==> config.mk <==
export PLATFORM = sky130hd
export DESIGN_NAME = fifo_wr_arbiter
export DESIGN_NICKNAME = d
export VERILOG_FILES = /design/src/rtl/fifo_wr_arbiter.sv
export SDC_FILE = /design/constraint.sdc
export NUM_CORES = 1
export LEC_CHECK = 0
export BUFFER_PORTS_ARGS = -buffer_cell sky130_fd_sc_hd__buf_4
export CAP_MARGIN = 40
export CORE_MARGIN = 3
export CORE_UTILIZATION = 37
export CTS_CLUSTER_DIAMETER = 50
export DETAILED_ROUTE_END_ITERATION = 6
export PLACE_DENSITY_LB_ADDON = 0.08
export SKIP_CTS_REPAIR_TIMING = 1
export SYNTH_ARGS = -nofsm -noshare
export SYNTH_HDL_FRONTEND = slang
export SYNTH_SLANG_ARGS = --single-unit
==> constraint.sdc <==
create_clock -name clk -period 2 [get_ports clk]
set_clock_uncertainty 0.15 [all_clocks]
set_input_delay 0.5 -clock clk [delete_from_list [all_inputs] [get_ports clk]]
set_output_delay 0.5 -clock clk [all_outputs]
set_load 0.02 [all_outputs]
==> src/rtl/fifo_wr_arbiter.sv <==
// fifo_wr_arbiter: packet-granular round-robin arbiter that shares one FIFO
// write port among NREQ requesters. It runs in the FIFO write-clock domain.
// A grant is held until the owner's last beat is written. A new packet may
// start only when the FIFO has at least MIN_FREE free slots.
//
// Ports:
//   clk           write clock, the same clock as the FIFO wrclk
//   reset         synchronous reset, active high
//   req_valid     per-requester beat valid
//   req_data      requester i data in bits [i*WIDTH +: WIDTH]
//   req_last      the beat is the final beat of its packet
//   req_ready     a beat is accepted when valid and ready are both high
//   fifo_wren     FIFO write enable
//   fifo_datain   FIFO write data
//   fifo_wrfull   FIFO full flag
//   fifo_wrusedw  FIFO fill level (PTR+1 bits)
//   grant         one-hot current owner; all zero when idle
//   pkt_done      one-cycle pulse when a last beat is written
//   pkt_src       requester index for pkt_done; holds between pulses
module fifo_wr_arbiter #(
  parameter int NREQ     = 4,
  parameter int WIDTH    = 8,
  parameter int DEPTH    = 16,
  parameter int PTR      = 4,
  parameter int MIN_FREE = 1
) (
  input  logic                    clk,
  input  logic                    reset,
  input  logic [NREQ-1:0]         req_valid,
  input  logic [NREQ*WIDTH-1:0]   req_data,
  input  logic [NREQ-1:0]         req_last,
  output logic [NREQ-1:0]         req_ready,
  output logic                    fifo_wren,
  output logic [WIDTH-1:0]        fifo_datain,
  input  logic                    fifo_wrfull,
  input  logic [PTR:0]            fifo_wrusedw,
  output logic [NREQ-1:0]         grant,
  output logic                    pkt_done,
  output logic [$clog2(NREQ)-1:0] pkt_src
);

  localparam int IDXW = $clog2(NREQ);

  typedef enum logic {IDLE, XFER} state_t;

  state_t          r_state, w_state_nxt;
  logic [NREQ-1:0] r_grant, w_grant_nxt;
  logic [IDXW-1:0] r_rr_ptr, w_rr_nxt;
  logic [IDXW-1:0] r_pkt_src, w_src_nxt;
  logic            r_pkt_done, w_done_nxt;
  logic [IDXW-1:0] w_gidx;
  logic [IDXW-1:0] w_win_idx;
  logic            w_win_found;
  logic [PTR+1:0]  w_free;
  logic            w_space_ok;
  logic            w_accept;

  // A fill level above DEPTH would wrap the subtraction, so clamp free to 0.
  always_comb begin
    if ({1'b0, fifo_wrusedw} > (PTR+2)'(DEPTH)) w_free = '0;
    else                                         w_free = (PTR+2)'(DEPTH) - {1'b0, fifo_wrusedw};
  end

  assign w_space_ok = (w_free >= (PTR+2)'(MIN_FREE));

  // Encode the one-hot grant as an index for the muxes.
  always_comb begin
    w_gidx = '0;
    for (int unsigned i = 0; i < NREQ; i++) begin
      if (r_grant[IDXW'(i)]) w_gidx = IDXW'(i);
    end
  end

  // Find the first valid requester, starting at rr_ptr and wrapping at NREQ.
  always_comb begin
    int unsigned idx;
    idx         = 0;
    w_win_found = 1'b0;
    w_win_idx   = '0;
    for (int unsigned k = 0; k < NREQ; k++) begin
      idx = r_rr_ptr + k;
      if (idx >= NREQ) idx = idx - NREQ;
      if (!w_win_found && req_valid[IDXW'(idx)]) begin
        w_win_found = 1'b1;
        w_win_idx   = IDXW'(idx);
      end
    end
  end

  always_comb begin
    w_state_nxt = r_state;
    w_grant_nxt = r_grant;
    w_rr_nxt    = r_rr_ptr;
    w_src_nxt   = r_pkt_src;
    w_done_nxt  = 1'b0;
    w_accept    = 1'b0;
    req_ready   = '0;
    fifo_wren   = 1'b0;
    fifo_datain = req_data[w_gidx*WIDTH +: WIDTH];

    case (r_state)
      IDLE: begin
        if (w_win_found && w_space_ok) begin
          w_grant_nxt = NREQ'(1) << w_win_idx;
          w_state_nxt = XFER;
        end
      end
      XFER: begin
        req_ready[w_gidx] = !fifo_wrfull;
        w_accept          = req_valid[w_gidx] & !fifo_wrfull;
        fifo_wren         = w_accept;
        if (w_accept && req_last[w_gidx]) begin
          w_done_nxt  = 1'b1;
          w_src_nxt   = w_gidx;
          w_rr_nxt    = (w_gidx == IDXW'(NREQ-1)) ? '0 : w_gidx + 1'b1;
          w_grant_nxt = '0;
          w_state_nxt = IDLE;
        end
      end
      default: w_state_nxt = IDLE;
    endcase

    // Gate the write side at once so a reset mid-packet writes no further beat.
    if (reset) begin
      req_ready   = '0;
      fifo_wren   = 1'b0;
      fifo_datain = '0;
    end
  end

  always_ff @(posedge clk) begin
    if (reset) begin
      r_state    <= IDLE;
      r_grant    <= '0;
      r_rr_ptr   <= '0;
      r_pkt_done <= 1'b0;
      r_pkt_src  <= '0;
    end else begin
      r_state    <= w_state_nxt;
      r_grant    <= w_grant_nxt;
      r_rr_ptr   <= w_rr_nxt;
      r_pkt_done <= w_done_nxt;
      r_pkt_src  <= w_src_nxt;
    end
  end

  assign grant    = r_grant;
  assign pkt_done = r_pkt_done;
  assign pkt_src  = r_pkt_src;

endmodule
==> summary.md <==
| Metric | Value |
|---|---|
| Status | finished with violations |
| Failing checks | setup timing |
| Slew HR | 0.7367 |
| Global-route wire length before repair | 4.981 mm |
| Row count | 18 |
| Seq/Total Area, Yosys | 0.1998 |
| F_max | 474.9 MHz |
| Initial core utilization | 0.3973 |
| Worst Hold Launch | grant[0] |
| N_diodes | 0 |
| # nets final | 268 |
| Slew at the pin closest to its max-slew limit | 0.3942 ns |
| Area delta synth->final | 82.02% |
| First-pass DRT Iterations | 4 |
| Global-route usage over all layers | 0.1831 |
| Post-Synthesis Cells | 133 |
| CP max-delay cell | dfxtp_4 |
| FF-to-FF path depth | 6 |
| CTS Buffer Depth | 2 |
| Period utilization | 1.053 |
| Fin Hold WS | 0.3347 ns |
| Worst Hold End | grant[0] |
| Placer Congestion | 0.7865 |
| # H-tree levels | 1 |
| Worst reg2reg path startpoint | grant[2] |
| Setup WS post-layout | -0.1055 ns |
| Delay-heaviest family, CP | flip-flops |
| Port Buffers | 67 |
| Hold path cells | 2 |
| Core Box Area | 2522 µm² |
| Layout cells sized above 1 | 0.5234 |
| Avg Inst Size Synth | 7.535 µm² |
| Startpoint Class | flip-flop |
| Final Critical Period | 2.106 ns |
| WL final | 3.338 mm |
| Ys Warns | 0 |
| Main flop type after synthesis | dfxtp_1 |
| Worst Path Max Fanout | 5 |
| Cell variety after synth | 29 |
| Post-route ant nets | 0 |
| Die width | 58.05 µm |
| Number of synthesized register bits | 10 |
| Cell Area, Synth | 1002 µm² |
| Syn nets | 186 |
| Setup WS pre-CTS | -0.1995 ns |
| Top post-synthesis cells by area | mux2i_1 21%, dfxtp_1 20%, ha_1 6.2% |
| Number of global-route vias before repair | 1186 |
| Total gr overflow | 0 |
| Sw frac | 0.3267 |
| Worst-skew pair later-pin latency | 0.26 ns |
| RSZ-0062 raised after global routing | true |
| DR vias | 1284 |
| Largest net degree at the start of global routing | 19 |
| Worst r2r dst | pkt_src[1] |
| Max-Cap Viols | 0 |
| Via/cell ratio | 5.262 |
| Die Ht | 58.05 µm |
| Fill count | 202 |
| VDD IR max | 0.3376 mV |
| Final Hold Fails | 0 |
| Pint | 0.0005222 W |
| Initial DRC count | 42 |
| Net Switching | 0.0002534 W |
| Worst path cell trace | buf_12, a21oi_4, inv_2, ha_2, and2_4, buf_6 |
| Pwr Total | 0.0007756 W |
| Post-synth EDFFs | 0 |
| HPWL Detailed | 2.499 mm |
| Pwr Density | 425.2 nW/µm² |
| CTS Root Cell | clkbuf_4 |
| Hold Crit Class | flip-flop to flip-flop |
| Clock transition at path regs | 0.07 ns |
| Kind of critical path | flip-flop to primary output |
| CTS Buf Count | 3 |
| Initial antenna violation count | 0 |
| Reg2Reg Setup Slack | 0.12 ns |
| Clock power share | 0.242 |
| Final Max Tran Viols | 0 |
| DRC | 0 |
| Leakage | 0.8286 nW |
| Commonest cells post-synth | 21 x mux2i_1, 15 x nor2_1, 12 x nand2_1 |
| Final setup viols | 13 |
| CP endpoint kind | primary output |
| Buf+Inv Stages, Crit Path | 3 |
| Io pins | 68 |
| CTS tree | built |
| Post-synth top area cell | mux2i_1 |
| Routed len/inst | 13.68 µm |
| Share of the synthesized area in the top cell type | 0.2097 |
| Number of clock sinks | 10 |
| Data required, critical path | 1.35 ns |
| Crit-path max cell delay | 0.37 ns |
| Sum of negative setup slack | -0.7317 ns |
| Core Util, Final | 0.7232 |
| Synth async-reset ratio | 0 |
| Die area | 3369 µm² |
| Critical Path AT | 1.46 ns |
| Logic gate share of total power | 0.474 |
| Register share of total power | 0.284 |
| Count leader, synth | mux2i_1 |
==> cell usage in the layout, fill, tap and decap left out, types with 4 or more instances in the layout <==
cell type | Yosys | layout
a21oi_1 | 10 | 9
and2_4 | 0 | 5
buf_4 | 1 | 74
buf_6 | 2 | 8
dfxtp_1 | 10 | 7
mux2i_1 | 21 | 19
nand2_1 | 12 | 11
nand3_1 | 4 | 4
nor2_1 | 15 | 14
nor2b_1 | 4 | 4
o21ai_1 | 0 | 8
or3_1 | 4 | 4
==> flip-flops by register name (all words and copies together), names as in the netlist <==
signal / flops
r_rr_ptr: 2
pkt_src: 2
r_state: 1
pkt_done: 1
grant: 4
==> worst max-delay path by stage <==
| stage | slack (ns) | end | cells after the start | start |
|---|---|---|---|---|
| finish | -0.11 | req_ready[3] | 6 | grant[1] |
| global route | -0.15 | fifo_datain[7] | 6 | grant[1] |
| CTS | -0.29 | fifo_wren | 5 | grant[3] |
| detailed placement | -0.20 | grant[1] | 8 | fifo_wrusedw[1] |
| global placement | -0.15 | grant[1] | 8 | fifo_wrusedw[1] |
| floorplan | -0.003 | grant[1] | 7 | fifo_wrusedw[1] |
==> layer usage <==
metal / vias up / track usage / wire, µm
met1: 597 / 0.2255 / 1357
met4: 0 / 0.04967 / 12
li1: 637 / - / -
met5: - / 0 / 0
met2: 48 / 0.3355 / 1776
met3: 2 / 0.01782 / 192
==> logic make-up after synthesis <==
group,synth area share
AOI/OAI and AO/OA,0.1960
adders and majority gates,0.06242
buffers and inverters,0.07116
DFF,0.1997
muxes,0.2097
and+or+nand+nor,0.2609
==> cell type report <==
class / instances / area, µm² / area share
timing repair buffer: 84 / 690.7 / 0.3786
multi-input combinational: 109 / 819.5 / 0.4492
clock buffer: 4 / 36.28 / 0.01989
tap: 30 / 37.54 / 0.02058
sequential: 10 / 209.0 / 0.1145
inverter: 7 / 31.28 / 0.01715
==> through the flow <==
stage | instances | cell area, µm²
6_report | 244 | 1824
5_1_grt | 244 | 1824
4_1_cts | 240 | 1673
3_5_place_dp | 236 | 1637
3_3_place_gp | 236 | 1637
2_1_floorplan | 133 | 1032
==> worst register-to-register path: stages (launching register included) <==
cell	delay (ns)
dfxtp_4	0.37
buf_4	0.16
nor3b_1	0.16
a2111oi_2	0.44
nand2_2	0.23
mux2i_1	0.20
nor2_1	0.07
==> power groups by stage <==
stage / Combinational (W) / Clock (W) / Sequential (W)
2_1_floorplan: 0.000157 / 0 / 0.000229
5_1_grt: 0.000401 / 0.000199 / 0.000222
3_5_place_dp: 0.000327 / 0 / 0.000225
3_3_place_gp: 0.000317 / 0 / 0.000224
6_report: 0.000368 / 0.000187 / 0.000221
4_1_cts: 0.000328 / 0.000189 / 0.000220
(Power assumes the default switching activity.)
